[src/rtl/mem_bus_unit.sv]
// mem_bus_unit
//   Memory bus interface between a CPU control unit and a single-cycle-ack
//   memory bus. It holds the memory address register (MAR) and the memory
//   buffer register (MBR), and runs one word or byte access per MFA request.
//
//   Optional feature: define MEM_TIMEOUT_EN to enable the bus-wait timeout.
//   If an access sees no mem_ack within TIMEOUT_CYCLES request cycles, it ends
//   with BUS_ERR = 1. Without the macro, BUS_ERR is tied low and a request
//   waits for mem_ack indefinitely.
//
// Ports
//   Clk, Reset          clock and synchronous active-high reset
//   MFA                 memory-function-activate (starts an access in IDLE,
//                       holds DONE while high)
//   READ_WRITE          1 = read, 0 = write (sampled with MFA)
//   WORD_BYTE           1 = 32-bit word, 0 = byte (sampled with MFA)
//   MARLOAD, MBRLOAD    load MAR / MBR from Din (only honoured in IDLE)
//   MBRSTORE            drive MBR onto MBR_OUT
//   Din [31:0]          internal result bus
//   MFC                 memory-function-complete
//   BUS_ERR             last access ended by timeout
//   MBR_OUT [31:0]      MBR when MBRSTORE = 1, else 0
//   mem_addr [31:0]     word-aligned address {MAR[31:2], 2'b00}
//   mem_req, mem_we     bus request and write enable
//   mem_be [3:0]        byte-lane enables
//   mem_wdata [31:0]    write data
//   mem_rdata [31:0]    read data, valid with mem_ack
//   mem_ack             single-cycle completion strobe
module mem_bus_unit #(
  parameter int TIMEOUT_CYCLES = 16
) (
  input  logic        Clk,
  input  logic        Reset,
  input  logic        MFA,
  input  logic        READ_WRITE,
  input  logic        WORD_BYTE,
  input  logic        MARLOAD,
  input  logic        MBRLOAD,
  input  logic        MBRSTORE,
  input  logic [31:0] Din,
  output logic        MFC,
  output logic        BUS_ERR,
  output logic [31:0] MBR_OUT,
  output logic [31:0] mem_addr,
  output logic        mem_req,
  output logic        mem_we,
  output logic [3:0]  mem_be,
  output logic [31:0] mem_wdata,
  input  logic [31:0] mem_rdata,
  input  logic        mem_ack
);

  typedef enum logic [1:0] {
    IDLE = 2'd0,
    REQ  = 2'd1,
    DONE = 2'd2
  } state_t;

  state_t      state_q, state_d;
  logic [31:0] mar_q, mar_d;
  logic [31:0] mbr_q, mbr_d;
  logic        rw_q, rw_d;   // latched READ_WRITE
  logic        wb_q, wb_d;   // latched WORD_BYTE
  logic [7:0]  rd_lane;

`ifdef MEM_TIMEOUT_EN
  localparam int CW = (TIMEOUT_CYCLES < 2) ? 1 : $clog2(TIMEOUT_CYCLES + 1);
  localparam logic [CW-1:0] LIMIT = CW'(TIMEOUT_CYCLES - 1);
  logic [CW-1:0] cnt_q, cnt_d;
  logic          berr_q, berr_d;
`endif

  // Byte lane of the read data addressed by MAR[1:0].
  assign rd_lane = mem_rdata[8*mar_q[1:0] +: 8];

  always_comb begin
    state_d = state_q;
    mar_d   = mar_q;
    mbr_d   = mbr_q;
    rw_d    = rw_q;
    wb_d    = wb_q;
`ifdef MEM_TIMEOUT_EN
    cnt_d   = cnt_q;
    berr_d  = berr_q;
`endif
    case (state_q)
      IDLE: begin
        // Loads and MFA may coincide; the access then uses the new values
        // because the bus outputs are driven from the registers in REQ.
        if (MARLOAD) mar_d = Din;
        if (MBRLOAD) mbr_d = Din;
        if (MFA) begin
          rw_d    = READ_WRITE;
          wb_d    = WORD_BYTE;
          state_d = REQ;
`ifdef MEM_TIMEOUT_EN
          cnt_d   = '0;
          berr_d  = 1'b0;
`endif
        end
      end
      REQ: begin
        if (mem_ack) begin
          state_d = DONE;
          if (rw_q) mbr_d = wb_q ? mem_rdata : {24'h0, rd_lane};
        end
`ifdef MEM_TIMEOUT_EN
        // An ack arriving in the limit cycle wins over the timeout.
        else if (cnt_q == LIMIT) begin
          state_d = DONE;
          berr_d  = 1'b1;
        end else begin
          cnt_d = cnt_q + CW'(1);
        end
`endif
      end
      DONE: begin
        if (!MFA) state_d = IDLE;
      end
      default: state_d = IDLE;
    endcase
  end

  always_ff @(posedge Clk) begin
    if (Reset) begin
      state_q <= IDLE;
      mar_q   <= '0;
      mbr_q   <= '0;
      rw_q    <= 1'b0;
      wb_q    <= 1'b0;
`ifdef MEM_TIMEOUT_EN
      cnt_q   <= '0;
      berr_q  <= 1'b0;
`endif
    end else begin
      state_q <= state_d;
      mar_q   <= mar_d;
      mbr_q   <= mbr_d;
      rw_q    <= rw_d;
      wb_q    <= wb_d;
`ifdef MEM_TIMEOUT_EN
      cnt_q   <= cnt_d;
      berr_q  <= berr_d;
`endif
    end
  end

  assign mem_req   = (state_q == REQ);
  assign mem_we    = mem_req & ~rw_q;
  assign mem_be    = mem_req ? (wb_q ? 4'hF : (4'b0001 << mar_q[1:0])) : 4'h0;
  assign mem_wdata = wb_q ? mbr_q : {4{mbr_q[7:0]}};
  assign mem_addr  = {mar_q[31:2], 2'b00};
  assign MFC       = (state_q == DONE);
  assign MBR_OUT   = MBRSTORE ? mbr_q : 32'h0;
`ifdef MEM_TIMEOUT_EN
  assign BUS_ERR   = berr_q;
`else
  assign BUS_ERR   = 1'b0;
`endif

endmodule
[config.mk]
export PLATFORM = sky130hd
export DESIGN_NAME = mem_bus_unit
export DESIGN_NICKNAME = d
export VERILOG_FILES = /design/src/rtl/mem_bus_unit.sv
export SDC_FILE = /design/constraint.sdc
export NUM_CORES = 1
export LEC_CHECK = 0
export CAP_MARGIN = 20
export CORE_UTILIZATION = 43
export CTS_BUF_LIST = sky130_fd_sc_hd__clkbuf_4 sky130_fd_sc_hd__clkbuf_8
export DETAILED_ROUTE_END_ITERATION = 10
export PLACE_DENSITY = 0.83
export REMOVE_ABC_BUFFERS = 1
export SLEW_MARGIN = 20
export SYNTH_ARGS = -nofsm -noshare
export SYNTH_HDL_FRONTEND = slang
export SYNTH_SLANG_ARGS = --single-unit
[constraint.sdc]
create_clock -name Clk -period 1.5 [get_ports Clk]
set_input_delay 0.3 -clock Clk [delete_from_list [all_inputs] [get_ports Clk]]
set_output_delay 0.3 -clock Clk [all_outputs]
set_load 0.01 [all_outputs]
# After elaboration in Yosys (flattened, before gate mapping)
# Cells that the tools add are included.
[classes]
n_eq_ne = 7
n_shift = 2
n_mux = 13
bitwise_logic = 2
n_reduce_logical = 6
[op_table]
columns = ["operator", "count"]
rows = [
  ["$mux W32", 6],
  ["$pmux W32 S2", 1],
  ["$shiftx A32 B6 Y8", 1],
  ["$mux W4", 2],
  ["$mux W2", 3],
  ["$ne A2 B2 Y1 const B", 3],
  ["$pmux W2 S3", 1],
  ["$ne A2 B1 Y1 const B", 2],
  ["$reduce_and A2 Y1", 2],
  ["$reduce_and A4 Y1", 1],
  ["$shl A1 B2 Y4 const A", 1],
  ["$reduce_and A3 Y1", 1],
  ["$eq A2 B1 Y1 const B", 1],
  ["$eq A2 B2 Y1 const B", 1],
  ["$logic_not A2 Y1", 1],
  ["$reduce_bool A2 Y1", 1],
  ["$and A1 B1 Y1", 1],
  ["$not A1 Y1", 1],
]
[word_totals]
register_bits = 68
input_bits = 73
output_inout_bits = 104
wordCells = 35

# Logic depth before layout (Yosys ltp)
# Gate-level depths: netlist of run 1.
[logic_depth]
word_depth = 5
depth_mapped = 8

# Worst setup path after synthesis of run 1
# OpenSTA, ideal clock, no wires.
[synth_timing]
path_kind = "register to output"
startpoint = "reg wb_q"
endpoint = "out mem_wdata[11]"
t_arrival_ns = 1.153
slack_ns = 0.047
stages_incl_launch_ff = 6
path_buffers = 3
path_cell_list = "dfxtp_1 -> clkbuf_1 -> clkbuf_1 -> buf_2 -> nand2_1 -> nand2_1"
[synth_between]
elab_chain_len = 1
[synth_lines]
columns = ["element", "line", "rtl"]
rows = [
  ["from (decl)", "63", "logic wb_q, wb_d;"],
  ["from (signal assigned)", "140", "wb_q <= wb_d;"],
  ["$mux W32", "151", "assign mem_wdata = wb_q ? mbr_q : {4{mbr_q[7:0]}};"],
  ["to (decl)", "48", "output logic [31:0] mem_wdata,"],
]
# No other way between the ends.

# Worst setup path in the final report of run 1
[layout_timing]
startpoint = "reg wb_q"
endpoint = "out mem_be[2]"
[layout_between]
elab_chain_len = 2
[layout_lines]
columns = ["element", "line", "rtl"]
rows = [
  ["$mux W4 (2 in series)", "150", "assign mem_be = mem_req ? (wb_q ? 4'hF : (4'b0001 << mar_q[1:0])) : 4'h0;"],
  ["to (decl)", "47", "output logic [3:0] mem_be,"],
]
# No other way between the ends.

==> results.md, run 1 <==
- I/O Pins: 177
- 1st-iter DRT viols: 283
- Hold_sp: Reset
- Mapped Cells: 520
- Synth Warn #: 0
- Area growth syn-to-layout: 61.0%
- Top delay family on crit path: flip-flops
- Final non-filler cell total: 809
- TritonCTS clock tree: done
- Routed wire per std cell: 17.9 um
- DP Area: 5610 sq um
- Largest net degree at the start of global routing: 25
- Worst r2r src: wb_q
- Critical Path Start Type: flop
- CP Cell Sequence: buf_6 -> clkbuf_16 -> nor2_4 -> nor2_1 -> buf_2
- Crit-path slowest cell: dfxtp_4
- Synth top area share: between 30% and 40%
- CP startpoint: wb_q
- Max Fclk: 626 MHz
- Fin. Hold Viols: 0
- Cell Rows: 34
- Pre-antenna DRT Iters: 5
- Multi-input logic area: between 2000 and 2500 sq um
- Post-DP HPWL: 9.35 mm
- Layout cells sized above 1: between 20% and 30%
- Global-route wire length before repair: roughly 21 mm
- Worst-Skew Late Latency: 0.34 ns
- Library cells used by synthesis: 36
- Vias: ~4400
- Worst min-delay path category: input pin to flop
- Design area: 6270 sq um
- Area of the core: 8760 sq um
- Tmin final: 1.60 ns
- RSZ-0062 raised after global routing: yes
- Clk root buf: clkbuf_8
- Setup violations, final: 32
- Pleak: 2.94 nW
- Post-synth EDFFs: 0
- Avg Cell Area, Syn: around 7.5 sq um
- Sw power: roughly 1.7 mW
- Longest Clk Path Bufs: 2
- Fillers: 708
- Die H: 97.2 um
- Port Buf Inserts: about 170
- Die width: between 90 and 100 um
- Area of the die: 9440 sq um
- Antenna violations before repair: 0
- Via density: 5.38
- Max Cap Viol: 0
- Clock share of power: 27.8%
- Power Dens Cells: 847 nW/um^2
- Most numerous cell in the Yosys netlist: nand2_1
- Pint: 3.65 mW
- Synth Register Bits: 68
- Nets@finish: 771
- Crit share post-route: 107%
- Number of global-route vias before repair: 4247
- CP Capture Type: primary output
- DP Cell Count: between 700 and 800
- Cell area after synthesis: 3890 sq um
- Htree depth: 3
- Cell taking the most area after synthesis: dfxtp_1
- All-layer global routing usage: 27.9%
- Storage element area: 1390 sq um
- Peak VDD IR: 0.000458 V
- CP Buf/Inv Count: 3
- Seq pwr share: 39.4%
- Final Util: 71.6%
- Comb pwr share: 32.9%
- Final WS setup: -0.0987 ns
- # diodes: 0
- Synth Flop Type: dfxtp_1
- Area contributors post-synth: dfxtp_1 35%, nand2_1 12%, buf_4 8.1%, a21oi_1 7.7%, a211oi_1 6.7%
- Largest stage delay, worst path: 0.43 ns
- Sequential share of the synthesized area: 35.0%
- Setup CP Type: flop to primary output
- TritonCTS buffer count: 9
- Routed Antenna Nets: 0
- # DRC: 0
- Failing checks: setup timing
- Initial Util: between 40% and 50%
- Worst-path fanout max: 7
- Post-CTS Hold Fix Bufs: 0
- Post-synth top cells: 121 x nand2_1, 68 x dfxtp_1, 60 x a21oi_1, 42 x buf_4, 37 x nor2_1
- Overflow after GRT: 0
- Reg clk slew, reported paths: around 0.08 ns
- Total routed wirelength: 14.5 mm
- Clock sinks: 68
- Crit path DAT: approximately 1.3 ns
- Final Skew: 0.0104 ns
- Max-slew violation count: 0
- Status: complete, but fails checks
- Critical Path RT: 1.20 ns
- Ys async rst share: 0%
- Sw frac: 31.3%
- Placer Congestion: 0.869
[per-stage QoR]
stage	setup WS (ns)	total power [mW]	hold WS, ns	setup TNS (ns)
global placement	-0.461	3.62	0.442	-23.71
global route	-0.167	5.54	0.348	-4.10
floorplan	-0.593	2.69	0.365	-18.16
detailed placement	-0.517	3.66	0.447	-26.60
finish	-0.0987	5.31	0.343	-2.08
CTS	-0.199	5.11	0.354	-2.74
[power by group through the flow]
| stage | Clock [mW] | Combinational [mW] | Sequential [mW] |
|---|---|---|---|
| detailed placement | 0 | 1.55 | 2.11 |
| global route | 1.58 | 1.85 | 2.11 |
| finish | 1.47 | 1.75 | 2.09 |
| global placement | 0 | 1.52 | 2.10 |
| CTS | 1.48 | 1.55 | 2.08 |
| floorplan | 0 | 0.544 | 2.14 |
[layout make-up]
| type | instances | share of cell area, % |
|---|---|---|
| Tap cell | 108 | 2.15 |
| Clock buffer | 11 | 2.21 |
| Multi-Input combinational cell | 368 | 35.0 |
| Timing Repair Buffer | 248 | 37.6 |
| Sequential cell | 68 | 22.2 |
| Inverter | 3 | 0.180 |
| Clock inverter | 3 | 0.638 |
[layout by cell type (no fill, tap or decap), types with 6 or more instances in the layout]
cell               n
buf_4             46
and3_1            20
and2_1            33
buf_2             20
clkdlybuf4s50_1   70
buf_6             21
clkbuf_2           6
nand2_2           11
a21oi_1           59
nand2b_4           9
dfxtp_2           13
a211oi_1          21
a211oi_2          15
o21ai_0            7
dlygate4sd2_1     70
nor2_1            31
clkbuf_8           9
buf_12             9
dfxtp_1           51
nand2_1          110
[repair_timing]
| item | 4_1_cts | 5_1_grt |
|---|---|---|
| gates resized for setup | 208 | 78 |
| pin swaps | 4 | 24 |
| gates cloned | 3 | 6 |
| setup buffers | 10 | 15 |
| endpoints found under the setup margin | 107 | 60 |
[layer usage]
layer	up-vias	track usage, %	routed length [um]
met5	-	0	0
met1	2077	32.6	5820
li1	2058	-	-
met3	26	6.69	1100
met2	195	48.3	7280
met4	0	12.3	289
[worst register-to-register path, stage by stage (launching register included)]
cell and delay [ns]:
dfxtp_4 0.40, buf_6 0.13, clkbuf_16 0.15, buf_4 0.14, buf_4 0.13, or3_4 0.33, a211oi_2 0.19
[final timing paths]
path | endpoint | slack (ns) | cells past startpoint
worst max register to register | mbr_q[0] | -0.05 | 6
worst min register to register | mar_q[25] | 0.45 | 2
worst min-delay path | mbr_q[6] | 0.34 | 3
worst max-delay path | mem_be[2] | -0.1 | 5
[logic make-up (layout without fill, tap and decap cells)]
family / after synthesis / after routing / share of synthesized area (%)
AO/OA/AOI/OAI: 122 / 122 / 20.3
buffers and inverters: 86 / 265 / 14.1
flip-flops: 68 / 68 / 35.0
multiplexers: 9 / 9 / 2.47
other: 1 / 3 / 0.0963
AND/OR/NAND/NOR: 234 / 234 / 28.1
[state kept, by name, indices dropped and copies added (netlist names)]
name     cells
mar_q       32
mbr_q       32
rw_q         1
state_q      2
wb_q         1
Power figures use the tool's default switching activity.
==> run 2, diff against run 1 <==
--- a/config.mk
+++ b/config.mk
@@ -7,7 +7,7 @@
 export LEC_CHECK = 0
 export CAP_MARGIN = 20
 export CORE_UTILIZATION = 43
-export CTS_BUF_LIST = sky130_fd_sc_hd__clkbuf_4 sky130_fd_sc_hd__clkbuf_8
+export CTS_BUF_LIST = sky130_fd_sc_hd__clkbuf_8
 export DETAILED_ROUTE_END_ITERATION = 10
 export PLACE_DENSITY = 0.83
 export REMOVE_ABC_BUFFERS = 1
@@ -15,3 +15,4 @@
 export SYNTH_ARGS = -nofsm -noshare
 export SYNTH_HDL_FRONTEND = slang
 export SYNTH_SLANG_ARGS = --single-unit
+export TNS_END_PERCENT = 50
==> run 2 against run 1 <==
Net effect: the run still ends with setup timing left; via count is 1.7% lower; critical path depth up 1; maximum frequency decreased by 3.8%; clock skew is essentially flat; critical endpoint is now mem_wdata[28]; highest routed layer unchanged.
==> results.md, run 2 (synthesis results as in run 1) <==
- Status: complete, but fails checks
- Failing checks: setup timing
- Storage element area: 1390 sq um (-0.18%)
- Worst Reg-to-Reg Cells: 6 (unchanged)
- # diodes: 0 (unchanged)
- Comb pwr share: 32.2% (-0.7 points)
- End of the critical path: mem_wdata[28]
- Area growth syn-to-layout: 57.8%
- Design area: 6150 sq um (-2.0%)
- Final non-filler cell total: 799 (-1.2%)
- TritonCTS clock tree: done
- Pint: 3.56 mW (-2.5%)
- Largest net degree at the start of global routing: 32 (+28%)
- Seq pwr share: 40.4% (+1.0 points)
- Post-CTS Hold Fix Bufs: 0 (unchanged)
- Routed Antenna Nets: 0 (unchanged)
- Final Util: 70.1% (-1.4 points)
- Most frequent cells in the layout: 104 x nand2_1, 70 x clkdlybuf4s50_1, 70 x dlygate4sd2_1
- Reg2reg end: mbr_q[4]
- Pleak: 2.87 nW (-2.3%)
- Placer Congestion: 0.869 (unchanged)
- Layout cells sized above 1: 25.8% (-2.8 points)
- Pre-antenna DRT Iters: 4 (-1)
- Crit share post-route: 111% (+4.2 points)
- Vias: 4283 (-1.7%)
- Critical Path Start Type: flop
- Routed wire per std cell: 17.4 um (-2.9%)
- Area of the core: 8760 sq um (unchanged)
- Reg clk slew, reported paths: 0.08 ns (about the same)
- Worst hold margin: 0.340 ns (-0.00305 ns)
- Fin. Hold Viols: 0 (unchanged)
- Crit-path slowest cell: dfxtp_4
- TritonCTS buffer count: 9 (unchanged)
- Setup violations, final: 25 (-22%)
- Worst min-delay path category: input pin to flop
- Critical Path RT: 1.20 ns (about the same)
- Total routed wirelength: 13.9 mm (-4.1%)
- Fillers: 733 (+3.5%)
- Worst path depth: 6 (+1)
- Setup TNS: -2.25 ns (-0.177 ns)
- Power Dens Cells: 842 nW/um^2 (-0.52%)
- Total Power: 5.18 mW (-2.5%)
- Number of global-route vias before repair: 4130 (-2.8%)
- Via density: 5.36 (-0.45%)
- Overflow after GRT: 0 (unchanged)
- Max-slew violation count: 0 (unchanged)
- Clock share of power: 27.4% (-0.4 points)
- Crit path DAT: 1.36 ns (+0.06 ns)
- Final WS setup: -0.162 ns (-0.0635 ns)
- Die H: 97.2 um (unchanged)
- Max Cap Viol: 0 (unchanged)
- Antenna violations before repair: 0 (unchanged)
- Multi-input logic area: 2140 sq um (-2.4%)
- 1st-iter DRT viols: 246 (-13%)
- Worst r2r src: wb_q
- Setup CP Type: flop to primary output
- Worst-path fanout max: 6 (-1)
- Pre-CTS setup slack: -0.517 ns (unchanged)
- All-layer global routing usage: 27.2% (-0.70 points)
- Sw frac: 31.2% (-0.055 points)
- Nets@finish: 761 (-1.3%)
- Cell Rows: 34 (unchanged)
- Htree depth: 3 (unchanged)
- Global-route wire length before repair: 20.6 mm (-2.5%)
- Peak VDD IR: 0.000455 V (-0.45%)
- Area of the die: 9440 sq um (unchanged)
- Sw power: 1.62 mW (-2.7%)
- CP startpoint: wb_q
- R2r setup slk: -0.04 ns (about the same)
- Largest stage delay, worst path: 0.38 ns (-0.05 ns)
- I/O Pins: 177 (unchanged)
- DP Cell Count: 763 (unchanged)
- CP Buf/Inv Count: 4 (+1)
- # DRC: 0 (unchanged)
- CP Cell Sequence: buf_12 -> clkbuf_16 -> buf_6 -> nand2_2 -> nand2_2 -> buf_6
- DP Area: 5610 sq um (unchanged)
- Post-DP HPWL: 9.35 mm (unchanged)
- Worst-Skew Late Latency: 0.34 ns (about the same)
- Top delay family on crit path: buffers and inverters
- Clock sinks: 68 (unchanged)
- Port Buf Inserts: 173 (unchanged)
- RSZ-0062 raised after global routing: yes
- Most common cell after layout, fill and taps aside: nand2_1
- Die width: 97.2 um (unchanged)
- Initial Util: 44.4% (unchanged)
- Leading registers by flop count: mar_q x32, mbr_q x32, state_q x2
- Tmin final: 1.66 ns (+0.0635 ns)
- CP Capture Type: primary output
- Clk root buf: clkbuf_8
- Max Fclk: 602 MHz (-3.8%)
- Final Skew: 0.0102 ns (-0.000174 ns)
- Longest Clk Path Bufs: 2 (unchanged)
[run 2: worst min-delay path by stage]
| stage | cells past startpoint | start | slack (ns) | to |
|---|---|---|---|---|
| after floorplan | 1 | Reset | 0.36 | mbr_q[17] |
| after global placement | 2 | mar_q[27] | 0.44 | mar_q[27] |
| after detailed placement | 2 | mar_q[25] | 0.45 | mar_q[25] |
| after CTS | 3 | Reset | 0.35 | mbr_q[7] |
| after global routing | 3 | Reset | 0.36 | mbr_q[6] |
| final | 3 | Reset | 0.34 | mbr_q[7] |
[run 2: layout make-up]
type,count,area share (%)
repair buffers,238,37.3
clock buffers,9,2.02
well taps,108,2.20
clock inverters,5,0.774
flip-flops and latches,68,22.6
inverters,3,0.224
multi-input cells,368,34.9
[run 2: worst register-to-register path, cell delays in order, from the launching register on]
cell and delay (ns):
dfxtp_4 0.38, buf_12 0.14, buf_16 0.13, buf_4 0.13, buf_4 0.13, or3_1 0.36
a211oi_1 0.19
[run 2: power groups by stage]
stage,combinational (mW),sequential [mW],clock [mW]
6_report,1.67,2.09,1.42
4_1_cts,1.47,2.08,1.43
5_1_grt,1.78,2.11,1.52
2_1_floorplan,0.544,2.14,0
3_3_place_gp,1.52,2.10,0
3_5_place_dp,1.55,2.11,0
[run 2: layer usage]
metal / up-vias / track usage, % / wire, um
met3: 27 / 6.26 / 982
met1: 2043 / 32.1 / 5580
met2: 175 / 47.7 / 7010
met5: - / 0 / 0
met4: 0 / 10.3 / 320
li1: 2038 / - / -
[run 2: repair_timing]
item	CTS	global route
gates cloned	2	4
endpoints found under the hold margin	0	0
endpoints found under the setup margin	107	57
pin swaps	3	14
buffers inserted	1	15
resized for setup	182	91
